==> src/rtl/jk_button_conditioner.sv <==
// Two-channel button conditioner: 2-flop synchronizer, counter debouncer and
// rising-edge pulse per channel. Channel 0 is J, channel 1 is K.
module jk_button_conditioner #(
   parameter int DEBOUNCE_CYCLES = 4
) (
   input  logic CLK,
   input  logic RST,
   input  logic BTN_J,
   input  logic BTN_K,
   output logic J,
   output logic K,
   output logic J_LVL,
   output logic K_LVL
);

   localparam int CW = (DEBOUNCE_CYCLES > 2) ? $clog2(DEBOUNCE_CYCLES) : 1;
   localparam logic [CW-1:0] CNT_TC = CW'(DEBOUNCE_CYCLES - 1);

   logic [1:0]         s1_q, s1_d;
   logic [1:0]         s2_q, s2_d;
   logic [1:0]         lvl_q, lvl_d;
   logic [1:0]         pulse_q, pulse_d;
   logic [1:0][CW-1:0] cnt_q, cnt_d;

   always_comb begin
      s1_d    = {BTN_K, BTN_J};
      s2_d    = s1_q;
      lvl_d   = lvl_q;
      cnt_d   = cnt_q;
      pulse_d = '0;
      for (int i = 0; i < 2; i++) begin
         if (s2_q[i] == lvl_q[i]) begin
            cnt_d[i] = '0;
         end else if (cnt_q[i] == CNT_TC) begin
            // Accept the new level; only a 0->1 acceptance produces a pulse.
            lvl_d[i]   = s2_q[i];
            cnt_d[i]   = '0;
            pulse_d[i] = s2_q[i];
         end else begin
            cnt_d[i] = cnt_q[i] + 1'b1;
         end
      end
   end

   always_ff @(posedge CLK) begin
      if (RST) begin
         s1_q    <= '0;
         s2_q    <= '0;
         lvl_q   <= '0;
         pulse_q <= '0;
         cnt_q   <= '0;
      end else begin
         s1_q    <= s1_d;
         s2_q    <= s2_d;
         lvl_q   <= lvl_d;
         pulse_q <= pulse_d;
         cnt_q   <= cnt_d;
      end
   end

   assign J     = pulse_q[0];
   assign K     = pulse_q[1];
   assign J_LVL = lvl_q[0];
   assign K_LVL = lvl_q[1];

endmodule
==> config.mk <==
export PLATFORM = sky130hd
export DESIGN_NAME = jk_button_conditioner
export DESIGN_NICKNAME = d
export VERILOG_FILES = /design/src/rtl/jk_button_conditioner.sv
export SDC_FILE = /design/constraint.sdc
export NUM_CORES = 1
export LEC_CHECK = 0
export CAP_MARGIN = 20
export CELL_PAD_IN_SITES_DETAIL_PLACEMENT = 1
export CELL_PAD_IN_SITES_GLOBAL_PLACEMENT = 2
export CORE_AREA = 5 5 42 44
export CTS_CLUSTER_DIAMETER = 50
export DETAILED_ROUTE_END_ITERATION = 7
export DIE_AREA = 0 0 47 49
export DONT_BUFFER_PORTS = 1
export GPL_ROUTABILITY_DRIVEN = 0
export PLACE_DENSITY = 0.63
export SYNTH_ARGS = -nofsm -noshare
export SYNTH_HDL_FRONTEND = slang
export SYNTH_SLANG_ARGS = --single-unit
export TNS_END_PERCENT = 20
==> constraint.sdc <==
create_clock -name CLK -period 1.8 [get_ports CLK]
set_input_delay 0.36 -clock CLK [delete_from_list [all_inputs] [get_ports CLK]]
set_output_delay 0.36 -clock CLK [all_outputs]
set_load 0.05 [all_outputs]
==> results of run 1 <==
==> worst min path at each step <==
stage,start,endpoint,slack [ns],depth (start not counted)
2_1_floorplan,cnt_q[0],cnt_q[0],0.41,1
3_3_place_gp,cnt_q[2],cnt_q[2],0.41,1
3_5_place_dp,cnt_q[2],cnt_q[2],0.42,1
4_1_cts,RST,s1_q[1],0.15,1
5_1_grt,RST,s2_q[1],0.15,1
6_report,RST,s2_q[1],0.16,1
==> cells by family (layout without fill, tap and decap cells) <==
logic type,count (synthesis),after routing,share of synthesized area [%]
buffers and inverters,1,3,1.23
XOR/XNOR,2,2,4.30
AND/OR/NAND/NOR,12,12,24.5
multiplexers,2,2,4.91
adder cells (fa/ha/maj),2,2,6.13
flip-flops,12,12,58.9
==> layer usage <==
layer	routed length [um]	global-route usage, %	up-vias
met5	0	0	-
met4	0	4.15	0
met3	42	4.43	0
met2	342	10.2	5
met1	263	5.57	113
li1	-	-	115
==> stage by stage <==
step	util [%]	std cells
6_report	31.8	49
5_1_grt	31.8	49
4_1_cts	31.8	49
3_5_place_dp	30.2	46
3_3_place_gp	30.2	46
2_1_floorplan	-	31
==> cells in the mapped netlist (all sizes together) <==
cell type,n,area [um2]
buf,1,5.00
nor4,2,12.5
nor4b,2,30.0
nor2b,4,25.0
nor2,2,7.51
dfxtp,12,240
and4bb,2,25.0
mux2i,2,20.0
ha,2,25.0
xnor2,2,17.5
==> state kept, by name, indices dropped and copies added, names as in the netlist <==
name / cells
cnt_q: 4
lvl_q: 2
s1_q: 2
s2_q: 2
pulse_q: 2
==> worst reg2reg max path, stage by stage (launching register included) <==
cell and delay [ns]:
dfxtp_1 0.69, xnor2_1 0.20, nor4b_2 0.23
==> layout make-up <==
type                            count  area, um2  share of cell area [%]
Clock buffer                        3       22.5                    5.06
Multi-Input combinational cell     18        163                    36.5
Sequential cell                    12        240                    53.9
Tap cell                           16       20.0                    4.49
==> power groups by stage <==
stage / Clock (W) / Sequential [W] / Combinational [W]
2_1_floorplan: 0 / 0.000279 / 0.0000103
6_report: 0.000156 / 0.000274 / 0.00000767
4_1_cts: 0.000159 / 0.000274 / 0.00000782
3_5_place_dp: 0 / 0.000280 / 0.00000790
5_1_grt: 0.000166 / 0.000274 / 0.00000857
3_3_place_gp: 0 / 0.000279 / 0.00000727
==> results.json, run 1 <==
{
  "cts.repair.resized": 0,
  "n_antenna_cell": 0,
  "synth-seq-cells": 12,
  "drv_cap": 0,
  "ant_nets": 0,
  "startpoint_type": "flip-flop",
  "syn_to_final_growth_pct": 9.20,
  "die_w_um": 47,
  "comb_power_share_pct": 1.8,
  "critPathRequiredTime_ns": 1.44,
  "drv_slew": 0,
  "port_buffers": 0,
  "fin_area_um2": 445,
  "worst_slack_ns": 0.485,
  "cp-startpoint": "lvl_q[0]",
  "insertion_delay_ns": 0.26,
  "worstPathArrival_ns": 0.96,
  "fin_hold_ws_ns": 0.159,
  "grt-ovfl-total": 0,
  "rows": 14,
  "peakVddDrop_v": 0.000318,
  "crit_type": "flip-flop to output pin",
  "ctsHoldBuffers": 0,
  "syn_nets": 37,
  "critical_path.endpoint": "J_LVL",
  "preCtsSetupSlack_ns": 0.593,
  "cts_buffers": 3,
  "finClkSkew_ns": 0.000491,
  "powerDensity_mw_per_mm2": 980,
  "reg2reg_to": "cnt_q[1]",
  "p_switching_w": 0.0000834,
  "clkPwrFrac_pct": 35.6,
  "io_pins": 8,
  "sequentialPowerShare_pct": 62.6,
  "cts_num_sinks": 12,
  "num_vias": 233,
  "nNetsFinal": 41,
  "die_h_um": 49,
  "mostFrequentLayoutCells": "dfxtp_1 (12), nor2b_1 (4), clkbuf_4 (3)",
  "drc": 0,
  "clkTransAtPathRegs_ns": 0.07,
  "cts_tree": "yes",
  "syn_area_um2": 408,
  "min_path_type": "input port to flip-flop",
  "track_usage_pct": 6.44,
  "synth.avg_cell_area_um2": 13.2,
  "switching_share_pct": 19.1,
  "rr_worst_depth": 2,
  "start_util_pct": 29.1,
  "post-route-period-util_pct": 73.1,
  "nFillCells": 165,
  "grt_pass1_wl_um": 1010,
  "yosysUniqueCellTypes": 10,
  "postCtsSetupBuffers": 0,
  "r2r_start": "lvl_q[0]",
  "cellInternalPower_w": 0.000353,
  "slew_headroom_pct": 60.9,
  "end_kind": "output pin",
  "power_w": 0.000437,
  "grt_max_degree": 13,
  "setup_violations": 0,
  "placed_cell_area_um2": 423,
  "h-tree-depth": 1,
  "first_pass_iters": 2,
  "cts_root_buf": "clkbuf_4",
  "grt_pass1_vias": 244,
  "fmaxAchievable_mhz": 760,
  "crit_fanout": 4,
  "status": "completed",
  "ys_seq_area_share_pct": 58.9,
  "hold_viol": 0,
  "clock_path_buffers": 2,
  "cp_num_cells": 0,
  "die_area_mm2": 0.00230,
  "antenna_found_initial": 0,
  "hpwlAfterDp_um": 488,
  "rsz0062_at_grt": "false",
  "drive_gt1_share_pct": 21.2,
  "drt_iter0_drc": 2,
  "r2r_slack_ns": 0.59,
  "drt-total-wl_um": 647,
  "wl_per_cell_um": 13.2,
  "core-area_mm2": 0.00140,
  "worstMarginPinSlew_ns": 0.586,
  "p_leak_nw": 0.161,
  "viasPerCell": 4.76,
  "ys.warnings.count": 0,
  "finalSetupTns_ns": 0,
  "timing.final.crit_period_ns": 1.32,
  "final_common_cell": "dfxtp_1",
  "syn_inst": 31
}
No activity file was read; power rests on OpenSTA's default activity.
==> inputs of run 2 (changes only) <==
--- a/config.mk
+++ b/config.mk
@@ -14,7 +14,7 @@
 export DIE_AREA = 0 0 47 49
 export DONT_BUFFER_PORTS = 1
 export GPL_ROUTABILITY_DRIVEN = 0
-export PLACE_DENSITY = 0.63
+export PLACE_DENSITY = 0.65
 export SYNTH_ARGS = -nofsm -noshare
 export SYNTH_HDL_FRONTEND = slang
 export SYNTH_SLANG_ARGS = --single-unit
==> constraint.sdc (replaced) <==
create_clock -name CLK -period 1.1 [get_ports CLK]
set_input_delay 0.22 -clock CLK [delete_from_list [all_inputs] [get_ports CLK]]
set_output_delay 0.22 -clock CLK [all_outputs]
set_load 0.05 [all_outputs]
==> results.json, run 2 (same netlist as run 1, synthesis figures left out) <==
{
  "top_register": "cnt_q",
  "rsz0062_at_grt": "false",
  "finalSetupTns_ns": 0,
  "end_kind": "output pin",
  "drt-total-wl_um": 553,
  "switching_share_pct": 19.0,
  "fin_area_um2": 480,
  "slowest_stage": "dfxtp_1",
  "worst_slack_ns": 0.0375,
  "fmaxAchievable_mhz": 941,
  "preCtsSetupSlack_ns": 0.161,
  "postCtsSetupBuffers": 0,
  "startpoint_type": "flip-flop",
  "crit_fanout": 4,
  "core-area_mm2": 0.00140,
  "grt_max_degree": 13,
  "worstMarginPinSlew_ns": 0.228,
  "grt_pass1_wl_um": 1060,
  "path_buf_inv": 1,
  "hold_end": "lvl_q[0]",
  "num_vias": 243,
  "reg2reg_to": "lvl_q[0]",
  "clock_path_buffers": 2,
  "r2r_start": "cnt_q[0]",
  "sequentialPowerShare_pct": 62.7,
  "largest_reg_flops": 4,
  "min_path_type": "input port to flip-flop",
  "die_area_mm2": 0.00230,
  "grt_pass1_vias": 265,
  "drc": 0,
  "nFillCells": 165,
  "hold_viol": 0,
  "mostFrequentLayoutCells": "dfxtp_1 (11), nor2b_1 (4), clkbuf_4 (3), buf_4 (3)",
  "insertion_delay_ns": 0.26,
  "drv_slew": 0,
  "crit_type": "flip-flop to output pin",
  "start_util_pct": 29.1,
  "clkTransAtPathRegs_ns": 0.07,
  "numPlacedInstances": 50,
  "setup_violations": 0,
  "crit_chain": "buf_6",
  "antenna_found_initial": 0,
  "placed_cell_area_um2": 454,
  "path_delay_family": "flip-flops",
  "cts_root_buf": "clkbuf_4",
  "rr_worst_depth": 3,
  "holdPathStages": 1,
  "drt_iter0_drc": 0,
  "peakVddDrop_v": 0.000729,
  "track_usage_pct": 6.58,
  "die_w_um": 47,
  "wl_per_cell_um": 10.4,
  "hold_start": "RST",
  "cts_tree": "yes",
  "io_pins": 8,
  "status": "completed",
  "first_pass_iters": 1,
  "fin_cells": 53,
  "worstPathArrival_ns": 0.84,
  "comb_power_share_pct": 1.7,
  "slew_headroom_pct": 84.7,
  "cellInternalPower_w": 0.000578,
  "syn_to_final_growth_pct": 17.8,
  "clkPwrFrac_pct": 35.5,
  "powerDensity_mw_per_mm2": 1480,
  "port_buffers": 0,
  "post-route-period-util_pct": 96.6,
  "viasPerCell": 4.58,
  "critPathRequiredTime_ns": 0.88,
  "p_leak_nw": 0.185,
  "cts_num_sinks": 12,
  "drive_gt1_share_pct": 32.4,
  "finClkSkew_ns": 0.000433,
  "die_h_um": 49,
  "timing.final.crit_period_ns": 1.06,
  "nNetsFinal": 45,
  "drv_cap": 0,
  "cts_buffers": 3,
  "n_antenna_cell": 0,
  "r2r_slack_ns": 0.16,
  "grt-ovfl-total": 0,
  "hpwlAfterDp_um": 435,
  "rows": 14,
  "h-tree-depth": 1,
  "max_stage_delay_ns": 0.40,
  "p_switching_w": 0.000135,
  "ant_nets": 0,
  "final_common_cell": "dfxtp_1"
}
## run 2: cell count changes in the layout (fill, tap and decap cells not counted)
cell     previous run  this run
buf_4               0         3
dfxtp_1            12        11
dfxtp_2             0         1
buf_6               0         1
## run 2: repair_timing
item / in CTS / in global routing
resized for setup: 0 / 1
endpoints found under the setup margin: 0 / 1
hold buffers: 0 / 0
## run 2: worst register-to-register path, delay by kind of cell (launching register included)
kind	cells	cell delay, ns
adders and majority gates	1	0.24
muxes	1	0.21
and+or+nand+nor	1	0.06
DFF	1	0.33
## run 2: worst max-delay path by stage
stage / start / end / slack, ns / depth (start not counted)
4_1_cts: lvl_q[1] / K_LVL / 0.01 / 1
2_1_floorplan: lvl_q[1] / cnt_q[3] / -0.01 / 2
3_5_place_dp: cnt_q[0] / lvl_q[0] / 0.16 / 3
6_report: lvl_q[1] / K_LVL / 0.04 / 1
3_3_place_gp: cnt_q[0] / lvl_q[0] / 0.19 / 3
5_1_grt: lvl_q[1] / K_LVL / 0.01 / 1
## run 2: per-layer routing
metal  GRT usage, %  routed length (um)  vias up  part of all wire (%)
met3           3.32                  21        2                   3.8
met2           10.6                 299        3                    54
met1           6.25                 227      116                    41
met5              0                   0        -                     0
li1               -                   -      122                     -
met4           4.15                   4        0                  0.72
## run 2: per-stage QoR
step / hold WS [ns] / total power (W) / util, %
4_1_cts: 0.0123 / 0.000726 / 34.0
5_1_grt: 0.00498 / 0.000744 / 34.3
3_5_place_dp: 0.294 / 0.000470 / 32.4
2_1_floorplan: 0.348 / 0.000473 / -
6_report: 0.0204 / 0.000713 / 34.3
3_3_place_gp: 0.288 / 0.000469 / 32.4
## run 2: power groups by stage
stage               clock (W)  combinational (W)  sequential [W]
floorplan                   0          0.0000169        0.000457
global placement            0          0.0000119        0.000457
detailed placement          0          0.0000127        0.000458
CTS                  0.000266          0.0000126        0.000447
global route         0.000280          0.0000144        0.000449
finish               0.000253          0.0000123        0.000447
## run 2: layout make-up
cell class              instances  area, um2  share of cell area [%]
repair buffers                  4       33.8                    7.03
multi-input cells              18        163                    33.9
clock buffers                   3       22.5                    4.69
well taps                      16       20.0                    4.17
flip-flops and latches         12        241                    50.3
